===== config.mk =====
export PLATFORM = sky130hd
export DESIGN_NAME = texture_sampler
export DESIGN_NICKNAME = d
export VERILOG_FILES = /design/src/rtl/texture_pkg.sv /design/src/rtl/texture_coord_wrap.sv /design/src/rtl/texture_sampler.sv
export SDC_FILE = /design/constraint.sdc
export NUM_CORES = 1
export LEC_CHECK = 0
export CAP_MARGIN = 40
export CELL_PAD_IN_SITES_DETAIL_PLACEMENT = 1
export CELL_PAD_IN_SITES_GLOBAL_PLACEMENT = 2
export CORE_ASPECT_RATIO = 0.9
export CORE_MARGIN = 2
export CORE_UTILIZATION = 26
export CTS_BUF_LIST = sky130_fd_sc_hd__clkbuf_4
export CTS_CLUSTER_DIAMETER = 40
export DETAILED_ROUTE_END_ITERATION = 12
export PLACE_DENSITY_LB_ADDON = 0.1
export SYNTH_ARGS = -nofsm -noshare
export SYNTH_HDL_FRONTEND = slang
export SYNTH_SLANG_ARGS = --single-unit
export TNS_END_PERCENT = 50

===== constraint.sdc =====
create_clock -name aclk -period 4.9 [get_ports aclk]
set_input_delay 0.98 -clock aclk [delete_from_list [all_inputs] [get_ports aclk]]
set_output_delay 0.98 -clock aclk [all_outputs]
set_load 0.005 [all_outputs]

===== src/rtl/texture_pkg.sv =====
// rtl/texture_pkg.sv - shared constants for the texture sampler pipeline
// Purpose: wrap-mode encodings and fixed widths used by texture_sampler and
//          texture_coord_wrap.
// Ports:   none (package).
package texture_pkg;

    localparam logic WRAP_REPEAT         = 1'b0;
    localparam logic WRAP_CLAMP_TO_EDGE  = 1'b1;

    localparam int TEX_MAX_SIZE_LOG2     = 8;
    localparam int TEX_ADDR_WIDTH        = 16;
    localparam int TEX_SUB_COORD_WIDTH   = 16;
    // Integer texel coordinate carried from the scale stage (Q16.16 << 8 -> 24 bits).
    localparam int TEX_COORD_WIDTH       = 24;

endpackage


===== src/rtl/texture_coord_wrap.sv =====
// rtl/texture_coord_wrap.sv - combinational REPEAT / CLAMP_TO_EDGE of one texel coordinate
// Purpose: map a signed integer texel coordinate into [0, size-1].
// Ports:   i_coord     - signed integer texel coordinate
//          i_size_log2 - texture dimension log2 (0..8)
//          i_wrap_mode - WRAP_REPEAT or WRAP_CLAMP_TO_EDGE
//          o_index     - wrapped texel index
module texture_coord_wrap
    import texture_pkg::*;
(
    input  logic [TEX_COORD_WIDTH-1:0]   i_coord,
    input  logic [3:0]                   i_size_log2,
    input  logic                         i_wrap_mode,
    output logic [TEX_MAX_SIZE_LOG2-1:0] o_index
);

    logic [TEX_MAX_SIZE_LOG2:0]   w_size;
    logic [TEX_MAX_SIZE_LOG2-1:0] w_mask;
    logic                         w_neg;
    logic                         w_over;

    assign w_size = (TEX_MAX_SIZE_LOG2+1)'(1) << i_size_log2;
    assign w_mask = TEX_MAX_SIZE_LOG2'(w_size - (TEX_MAX_SIZE_LOG2+1)'(1));
    assign w_neg  = i_coord[TEX_COORD_WIDTH-1];
    assign w_over = !w_neg && (i_coord[TEX_COORD_WIDTH-2:0] >=
                    {{(TEX_COORD_WIDTH-TEX_MAX_SIZE_LOG2-2){1'b0}}, w_size});

    always_comb begin
        o_index = i_coord[TEX_MAX_SIZE_LOG2-1:0] & w_mask;
        if (i_wrap_mode != WRAP_REPEAT) begin
            if (w_neg) begin
                o_index = '0;
            end else if (w_over) begin
                o_index = w_mask;
            end else begin
                o_index = i_coord[TEX_MAX_SIZE_LOG2-1:0];
            end
        end
    end

endmodule


===== src/rtl/texture_sampler.sv =====
// rtl/texture_sampler.sv - 2x2 texel neighbourhood address generation and fetch
// Purpose: scale a Q16.16 S/T coordinate to texel space, wrap the four corner
//          coordinates, issue four memory reads and present texels plus
//          sub-texel fractions to the bilinear filter. 3-stage, stalls on m_ready.
// Ports:   aclk/resetn             - clock, synchronous active-low reset
//          conf*                   - quasi-static texture size / wrap / filter config
//          s_valid/s_ready/s_user/s_texelS/s_texelT - input sample stream
//          m_valid/m_ready/m_user/m_texel*/m_texelSubCoord* - output to filter
//          texAddr*/texRdEn/texData* - four-port texture memory (registered read)
module texture_sampler
    import texture_pkg::*;
#(
    parameter int USER_WIDTH  = 1,
    parameter int PIXEL_WIDTH = 32,
    parameter int ADDR_WIDTH  = TEX_ADDR_WIDTH
) (
    input  logic                           aclk,
    input  logic                           resetn,
    input  logic [3:0]                     confWidthLog2,
    input  logic [3:0]                     confHeightLog2,
    input  logic                           confWrapModeS,
    input  logic                           confWrapModeT,
    input  logic                           confEnableFilter,
    output logic                           s_ready,
    input  logic                           s_valid,
    input  logic [USER_WIDTH-1:0]          s_user,
    input  logic [31:0]                    s_texelS,
    input  logic [31:0]                    s_texelT,
    input  logic                           m_ready,
    output logic                           m_valid,
    output logic [USER_WIDTH-1:0]          m_user,
    output logic [PIXEL_WIDTH-1:0]         m_texel00,
    output logic [PIXEL_WIDTH-1:0]         m_texel01,
    output logic [PIXEL_WIDTH-1:0]         m_texel10,
    output logic [PIXEL_WIDTH-1:0]         m_texel11,
    output logic [TEX_SUB_COORD_WIDTH-1:0] m_texelSubCoordS,
    output logic [TEX_SUB_COORD_WIDTH-1:0] m_texelSubCoordT,
    output logic [ADDR_WIDTH-1:0]          texAddr00,
    output logic [ADDR_WIDTH-1:0]          texAddr01,
    output logic [ADDR_WIDTH-1:0]          texAddr10,
    output logic [ADDR_WIDTH-1:0]          texAddr11,
    output logic                           texRdEn,
    input  logic [PIXEL_WIDTH-1:0]         texData00,
    input  logic [PIXEL_WIDTH-1:0]         texData01,
    input  logic [PIXEL_WIDTH-1:0]         texData10,
    input  logic [PIXEL_WIDTH-1:0]         texData11
);

    localparam int IW = TEX_MAX_SIZE_LOG2;
    localparam int FW = TEX_SUB_COORD_WIDTH;

    logic w_ce;
    assign w_ce    = m_ready;
    assign s_ready = m_ready;
    assign texRdEn = m_ready;

    // Stage 1: scale to texel space in 40 bits so an 8-bit shift of Q16.16 cannot overflow.
    logic [39:0] w_half, w_s_scaled, w_t_scaled;
    assign w_half     = confEnableFilter ? 40'h00_0000_8000 : 40'h0;
    assign w_s_scaled = ({{8{s_texelS[31]}}, s_texelS} << confWidthLog2)  - w_half;
    assign w_t_scaled = ({{8{s_texelT[31]}}, s_texelT} << confHeightLog2) - w_half;

    logic                       r1_valid;
    logic [USER_WIDTH-1:0]      r1_user;
    logic [TEX_COORD_WIDTH-1:0] r1_u0, r1_v0;
    logic [FW-1:0]              r1_frac_s, r1_frac_t;

    // Stage 2: wrap the four corners and form addresses.
    logic [TEX_COORD_WIDTH-1:0] w_u1, w_v1;
    logic [IW-1:0]              w_u0_idx, w_u1_idx, w_v0_idx, w_v1_idx;
    assign w_u1 = r1_u0 + TEX_COORD_WIDTH'(1);
    assign w_v1 = r1_v0 + TEX_COORD_WIDTH'(1);

    texture_coord_wrap u_wrap_u0 (.i_coord(r1_u0), .i_size_log2(confWidthLog2),  .i_wrap_mode(confWrapModeS), .o_index(w_u0_idx));
    texture_coord_wrap u_wrap_u1 (.i_coord(w_u1),  .i_size_log2(confWidthLog2),  .i_wrap_mode(confWrapModeS), .o_index(w_u1_idx));
    texture_coord_wrap u_wrap_v0 (.i_coord(r1_v0), .i_size_log2(confHeightLog2), .i_wrap_mode(confWrapModeT), .o_index(w_v0_idx));
    texture_coord_wrap u_wrap_v1 (.i_coord(w_v1),  .i_size_log2(confHeightLog2), .i_wrap_mode(confWrapModeT), .o_index(w_v1_idx));

    logic [ADDR_WIDTH-1:0] w_row0, w_row1, w_col0, w_col1;
    assign w_row0 = {{(ADDR_WIDTH-IW){1'b0}}, w_v0_idx} << confWidthLog2;
    assign w_row1 = {{(ADDR_WIDTH-IW){1'b0}}, w_v1_idx} << confWidthLog2;
    assign w_col0 = {{(ADDR_WIDTH-IW){1'b0}}, w_u0_idx};
    assign w_col1 = {{(ADDR_WIDTH-IW){1'b0}}, w_u1_idx};

    logic                  r2_valid;
    logic [USER_WIDTH-1:0] r2_user;
    logic [FW-1:0]         r2_frac_s, r2_frac_t;

    // Stage 3 sideband; texel data is registered inside the memory itself.
    logic                  r3_valid;
    logic [USER_WIDTH-1:0] r3_user;
    logic [FW-1:0]         r3_frac_s, r3_frac_t;

    always_ff @(posedge aclk) begin
        if (!resetn) begin
            r1_valid  <= 1'b0;
            r1_user   <= '0;
            r1_u0     <= '0;
            r1_v0     <= '0;
            r1_frac_s <= '0;
            r1_frac_t <= '0;
            r2_valid  <= 1'b0;
            r2_user   <= '0;
            r2_frac_s <= '0;
            r2_frac_t <= '0;
            texAddr00 <= '0;
            texAddr01 <= '0;
            texAddr10 <= '0;
            texAddr11 <= '0;
            r3_valid  <= 1'b0;
            r3_user   <= '0;
            r3_frac_s <= '0;
            r3_frac_t <= '0;
        end else if (w_ce) begin
            r1_valid  <= s_valid;
            r1_user   <= s_user;
            r1_u0     <= w_s_scaled[39:16];
            r1_v0     <= w_t_scaled[39:16];
            r1_frac_s <= w_s_scaled[15:0];
            r1_frac_t <= w_t_scaled[15:0];
            r2_valid  <= r1_valid;
            r2_user   <= r1_user;
            r2_frac_s <= r1_frac_s;
            r2_frac_t <= r1_frac_t;
            texAddr00 <= w_row0 | w_col0;
            texAddr01 <= w_row0 | w_col1;
            texAddr10 <= w_row1 | w_col0;
            texAddr11 <= w_row1 | w_col1;
            r3_valid  <= r2_valid;
            r3_user   <= r2_user;
            r3_frac_s <= r2_frac_s;
            r3_frac_t <= r2_frac_t;
        end
    end

    assign m_valid          = r3_valid;
    assign m_user           = r3_user;
    assign m_texelSubCoordS = r3_frac_s;
    assign m_texelSubCoordT = r3_frac_t;
    assign m_texel00        = texData00;
    assign m_texel01        = texData01;
    assign m_texel10        = texData10;
    assign m_texel11        = texData11;

endmodule


==> results.yml, run 1 <==
finish:
  nets: 2235
  drive_gt1_share_pct: 15.3
  instances_no_fill: 2787
  nFillCells: 7131
  final_area_mm2: 0.0186
  area_growth_syn_to_layout_pct: 16.5
floorplan:
  rows: 86
  start_util_pct: 26.2
  fp.dieH_um: 239
  fp.dieW_um: 265
  io_pins: 436
  die_area_mm2: 0.0633
  core_area_mm2: 0.0609
routing:
  viasPerCell: 5.35
  post-route-drc-count: 0
  wl_per_cell_um: 23.1
  firstDrtPassIters: 9
  vias: 14900
  drtIter0Drc: 883
  wl_um: 64400
  drtAntennaViolNets: 0
synthesis:
  synthMuxAreaShare_pct: 20.3
  synth_adder_area_share_pct: 3.77
  synth_xor_area_share_pct: 3.68
  synthFlopType: "dfxtp_1"
  synth_cells: 1913
  synth_edf_count: 0
  yosys.area_share.simple_pct: 18.1
  avgSynthCellArea_um2: 8.33
  synth-compound-area-share_pct: 18.2
  syn_nets: 2169
  synthArstFlopShare_pct: 0
  yosysSeqAreaShare_pct: 24.9
  synth_top_family_by_area: "multiplexers"
  netlist_area_mm2: 0.0159
  ys.warnings.count: 0
  yosys_register_bits: 198
  ys_types: 88
clock_tree:
  cts_tree: "yes"
  clk_pin_slew_ns: 0.20
  cts_resized: 0
  htree_levels: 4
  worstSkewPairLatency_ns: 0.75
  post-cts-setup-buffer-count: 0
  postCtsHoldBufs: 0
  clock_sinks: 198
  clockBufferDepth: 2
  cts_root_buf: "clkbuf_4"
  cts_buffers: 17
pwr:
  powerDensity_mw_per_mm2: 233
  p_comb_share_pct: 36.1
  power_frac_clock_pct: 21.8
  p_int_uw: 2640
  ir_worst_vdd_mv: 0.102
  p_sw_uw: 1690
  power_leakage_uw: 0.00702
  sw_frac_of_total_pct: 39.0
  seqPwrFrac_pct: 42.2
min_path:
  hold_path_class: "flip-flop to flip-flop"
  holdCritStartpoint: "r1_frac_t[0]"
  hold_depth: 2
  holdPathEnd: "r1_frac_t[0]"
grt:
  grt_pass1_vias: 15300
  antenna_found_initial: 4
  grt_use_total_pct: 20.4
  grt_pass1_wl_um: 97900
  grt_max_degree: 102
  gr-total-overflow: 0
critical_path:
  r2r-start: "r1_v0[4]"
  cp-start-kind: "input port"
  cp_max_fo: 10
  cp_slowest_cell: "o311ai_0"
  end_kind: "flip-flop"
  r2r-end: "texAddr10[5]"
  cp_data_required_time_ns: 5.56
  arrival_ns: 5.04
  reg2reg_slack_ns: 0.57
  critPathMaxStageDelay_ns: 0.50
  crit_chain: "clkdlybuf4s50_1 > nor2_1 > nand2_1 > ha_1 > nor2b_1 > o211ai_1 > a211oi_1 > nor3_1 > and4_1 > nand2_2 > mux2i_1 > a221oi_1 > o311ai_0 > buf_4 > a21oi_1"
  reg2reg_depth: 15
  criticalPathCategory: "input port to flip-flop"
timing:
  fmax_mhz: 229
  drv_slew: 0
  finalCritPeriodShare_pct: 89.2
  skew_ns: 0.0363
  rsz0062_at_grt: "false"
  max_slew.worst_pin.slew_ns: 0.875
  finalHoldViolations: 0
  finalSetupViolCount: 0
  relSlewSlack_pct: 41.7
  fin_crit_ns: 4.37
placed_design:
  gp_congestion: 0.858
  post_dp_cell_area_mm2: 0.0183
  post-dp-hpwl_um: 50700
  dp_cells: 2752
  port_buffers: 179
status:
  status: "complete, no violations"
flow_run:
  maxCapViolCount: 0
## layout by cell type, fill, tap and decap left out, types with 43 or more instances in the layout
| cell | count |
|---|---|
| a211oi_1 | 44 |
| a21oi_1 | 113 |
| buf_4 | 144 |
| clkdlybuf4s50_1 | 172 |
| dfxtp_1 | 198 |
| ha_1 | 48 |
| mux2i_1 | 130 |
| mux4_2 | 62 |
| nand2_1 | 167 |
| nand3_1 | 54 |
| nor2_1 | 212 |
| o21ai_0 | 130 |
| xnor2_1 | 43 |
## cells by family (layout without fill, tap and decap cells)
family,count (synthesis),in the layout
and+or+nand+nor,615,615
AOI/OAI and AO/OA,449,449
buffers and inverters,311,390
muxes,225,225
DFF,198,198
xor gates and xnor gates,67,67
adders and majority gates,48,48
other,0,3
## layer usage
layer	share of wire, %	vias up	GRT usage [%]	wire length [µm]
met4	2.5	0	7.16	1620
met5	0	-	0	0
li1	-	7013	-	-
met1	47	7459	27.4	30400
met2	46	370	32.6	29700
met3	4.3	77	3.82	2750
## through the flow
| stage | TNS [ns] | hold slack [ns] | utilization (%) | power (µW) | worst slack (ns) |
|---|---|---|---|---|---|
| floorplan | -0.0461 | 0.441 | - | 2800 | -0.0461 |
| global placement | -2.67 | 0.454 | 30.0 | 3410 | -0.234 |
| detailed placement | -5.11 | 0.456 | 30.0 | 3420 | -0.257 |
| CTS | 0 | 0.480 | 30.5 | 4410 | 0.585 |
| global route | 0 | 0.517 | 30.5 | 4590 | 0.180 |
| finish | 0 | 0.478 | 30.5 | 4330 | 0.527 |
## flip-flops by register name, summed over array words and instances, names as in the netlist, 16 cells and up
signal            flops
r1_v0                24
r1_frac_t            16
texAddr10            16
r1_frac_s            16
r2_frac_t            16
m_texelSubCoordT     16
texAddr00            16
r2_frac_s            16
r1_u0                24
m_texelSubCoordS     16
## area by class of cell
class	count	area [µm²]	area share [%]
Clock inverter	14	161	0.870
Timing Repair Buffer	330	2990	16.1
Sequential cell	198	3960	21.4
Clock buffer	18	135	0.728
Tap cell	792	991	5.34
Antenna cell	3	7.51	0.0405
Inverter	28	108	0.580
Multi-Input combinational cell	1404	10200	55.0
## power groups by stage
stage	sequential (µW)	combinational, µW	clock (µW)
final	1820	1560	942
after global routing	1840	1700	1050
after CTS	1830	1570	1010
after detailed placement	1860	1560	0
after global placement	1860	1550	0
after floorplan	1810	998	0
## cell usage after synthesis (all sizes together), types with 24 or more instances
cell type	number	area share, %
nand2	169	4.0
inv	26	0.61
ha	48	3.8
clkbuf	93	2.2
a211oi	45	2.2
nand3	54	1.7
buf	190	8.2
dfxtp	198	25
nand4	27	1.1
nor3	29	0.94
xnor2	43	2.4
a21oi	113	3.6
mux4	73	11
mux2i	130	8.2
nor2	213	5.0
o21ai	132	4.1
xor2	24	1.3
## critical path, delay by kind of cell
kind / cells / cell delay (ns)
simple gates: 6 / 1.65
compound gates: 5 / 0.99
buf+inv: 2 / 0.70
fa+ha+maj: 1 / 0.36
mux: 1 / 0.36
## worst max-delay path by stage
stage / from / to / slack (ns) / depth (start not counted)
after floorplan: confWidthLog2[1] / texAddr11[6] / -0.05 / 19
after global placement: confHeightLog2[2] / texAddr00[5] / -0.23 / 17
after detailed placement: confHeightLog2[2] / texAddr01[5] / -0.26 / 17
after CTS: r1_v0[1] / texAddr10[5] / 0.58 / 14
after global routing: confHeightLog2[2] / texAddr01[6] / 0.18 / 18
final: confHeightLog2[3] / texAddr10[5] / 0.53 / 15
(Power assumes the default switching activity.)
==> inputs of run 2 (changes only) <==
--- a/config.mk
+++ b/config.mk
@@ -5,8 +5,7 @@
 export SDC_FILE = /design/constraint.sdc
 export NUM_CORES = 1
 export LEC_CHECK = 0
-export CAP_MARGIN = 40
-export CELL_PAD_IN_SITES_DETAIL_PLACEMENT = 1
+export CELL_PAD_IN_SITES_DETAIL_PLACEMENT = 2
 export CELL_PAD_IN_SITES_GLOBAL_PLACEMENT = 2
 export CORE_ASPECT_RATIO = 0.9
 export CORE_MARGIN = 2
==> results.yml, run 2 (same netlist as run 1, synthesis figures left out) <==
timing:
  max_slew.worst_pin.slew_ns: 0.845
  worst_slack_ns: 0.449
  fmax_mhz: 225
  finalHoldViolations: 0
  holdWs_ns: 0.476
  finalSetupViolCount: 0
  rsz0062_at_grt: "false"
  finalCritPeriodShare_pct: 90.8
  fin_crit_ns: 4.45
  relSlewSlack_pct: 43.7
  skew_ns: 0.0441
  drv_slew: 0
clock_tree:
  cts_buffers: 17
  clk_pin_slew_ns: 0.20
  cts_root_buf: "clkbuf_4"
  cts_resized: 0
  clockBufferDepth: 2
  htree_levels: 4
  worstSkewPairLatency_ns: 0.75
  post-cts-setup-buffer-count: 0
  clock_sinks: 198
  cts_tree: "yes"
  postCtsHoldBufs: 0
grt:
  grt_use_total_pct: 21.1
  grt_pass1_vias: 15900
  grt_pass1_wl_um: 101000
  gr-total-overflow: 0
  grt_max_degree: 102
  antenna_found_initial: 4
routing:
  drtIter0Drc: 810
  post-route-drc-count: 0
  firstDrtPassIters: 5
  drtAntennaViolNets: 0
  viasPerCell: 5.44
  wl_per_cell_um: 23.9
  vias: 15200
  wl_um: 66800
critical_path:
  criticalPathCategory: "input port to flip-flop"
  arrival_ns: 5.12
  cp_top_family: "simple AND/OR/NAND/NOR gates"
  cp_slowest_cell: "nor2_1"
  r2r-start: "r1_v0[1]"
  crit_buf_inv: 3
  cp_max_fo: 7
  crit_start: "confHeightLog2[3]"
  critPathMaxStageDelay_ns: 0.52
  cp_data_required_time_ns: 5.57
  cp_common_cell: "buf_4"
  crit_chain: "clkdlybuf4s50_1 > nor2_1 > nand2_1 > ha_1 > nand4_1 > or4_1 > and4_1 > a2111oi_0 > buf_4 > or2_2 > nor3_1 > o311ai_0 > buf_4 > a21oi_1"
  cp-start-kind: "input port"
  end_kind: "flip-flop"
pwr:
  sw_frac_of_total_pct: 38.7
  p_comb_share_pct: 35.9
  ir_worst_vdd_mv: 0.113
  seqPwrFrac_pct: 41.7
  p_sw_uw: 1700
  powerDensity_mw_per_mm2: 236
  power_frac_clock_pct: 22.4
  fin_total_pwr_uw: 4380
  p_int_uw: 2690
  power_leakage_uw: 0.00703
placed_design:
  pre_cts_ws_ns: -0.308
  gp_congestion: 0.858
  post_dp_cell_area_mm2: 0.0183
  port_buffers: 179
  post-dp-hpwl_um: 52900
status:
  status: "complete, no violations"
finish:
  final_area_mm2: 0.0186
  nets: 2235
  reg_top3: "r1_u0: 24 flops, r1_v0: 24 flops"
  layout_commonest_cell: "nor2_1"
  drive_gt1_share_pct: 15.3
  layout_common_cells: "212 x nor2_1, 198 x dfxtp_1, 172 x clkdlybuf4s50_1"
  area_growth_syn_to_layout_pct: 16.7
floorplan:
  fp.dieW_um: 265
  core_area_mm2: 0.0609
  fp.dieH_um: 239
  io_pins: 436
  start_util_pct: 26.2
  die_area_mm2: 0.0633
  rows: 86
min_path:
  holdCritStartpoint: "r1_frac_t[0]"
  hold_path_class: "flip-flop to flip-flop"
flow_run:
  maxCapViolCount: 0
==> run 2: cell types whose count changed in the layout (fill, tap and decap cells not counted), sizes merged <==
| cell | change |
|---|---|
| inv | -1 |
| bufinv | +1 |
| diode | +4 |
| clkbuf | -1 |
| clkinv | +1 |
==> run 2: per-layer routing <==
| metal | GRT usage [%] | vias to the layer above | part of all wire, % |
|---|---|---|---|
| met5 | 0 | - | 0 |
| met4 | 6.73 | 0 | 2.3 |
| met3 | 3.47 | 77 | 3.9 |
| met2 | 34.5 | 359 | 47 |
| met1 | 28.2 | 7727 | 47 |
| li1 | - | 7013 | - |
==> run 2: path summary, 6_finish.rpt <==
| check | to | slack (ns) | cells past startpoint |
|---|---|---|---|
| max | texAddr10[5] | 0.45 | 14 |
| min | r1_frac_t[0] | 0.48 | 2 |
| max reg2reg | texAddr10[5] | 0.51 | 15 |
| min reg2reg | r1_frac_t[0] | 0.48 | 2 |
==> run 2: layout make-up <==
cell class                 count  area, µm²
fill                        6896      42300
tap                          792        991
antenna                        7       17.5
multi-input combinational   1404      10200
clock buffer                  17        128
inverter                      28        108
sequential                   198       3960
clock inverter                15        190
timing repair buffer         330       2990
==> run 2: power groups by stage <==
| stage | Combinational (µW) | Clock [µW] | Sequential [µW] |
|---|---|---|---|
| 2_1_floorplan | 998 | 0 | 1810 |
| 3_3_place_gp | 1550 | 0 | 1860 |
| 3_5_place_dp | 1580 | 0 | 1860 |
| 4_1_cts | 1580 | 1040 | 1830 |
| 5_1_grt | 1720 | 1110 | 1840 |
| 6_report | 1570 | 983 | 1830 |
==> run 2: stage by stage <==
stage                     instances  util [%]  setup TNS, ns
after global routing           2791      30.5              0
final                          2791      30.5              0
after floorplan                1913         -        -0.0461
after CTS                      2784      30.5              0
after global placement         2752      30.0          -2.67
after detailed placement       2752      30.0          -6.53
==> run 2: worst register-to-register path, stage by stage, from the launching register on <==
cell and delay [ns]:
dfxtp_1 0.54, ha_1 0.44, nand2_1 0.14, xnor2_1 0.15
buf_4 0.17, ha_1 0.27, nand3_1 0.13, or4_1 0.58
and4_1 0.30, a2111oi_0 0.53, buf_4 0.20, or2_2 0.11
nor3_1 0.06, o311ai_0 0.45, buf_4 0.21, a21oi_1 0.06
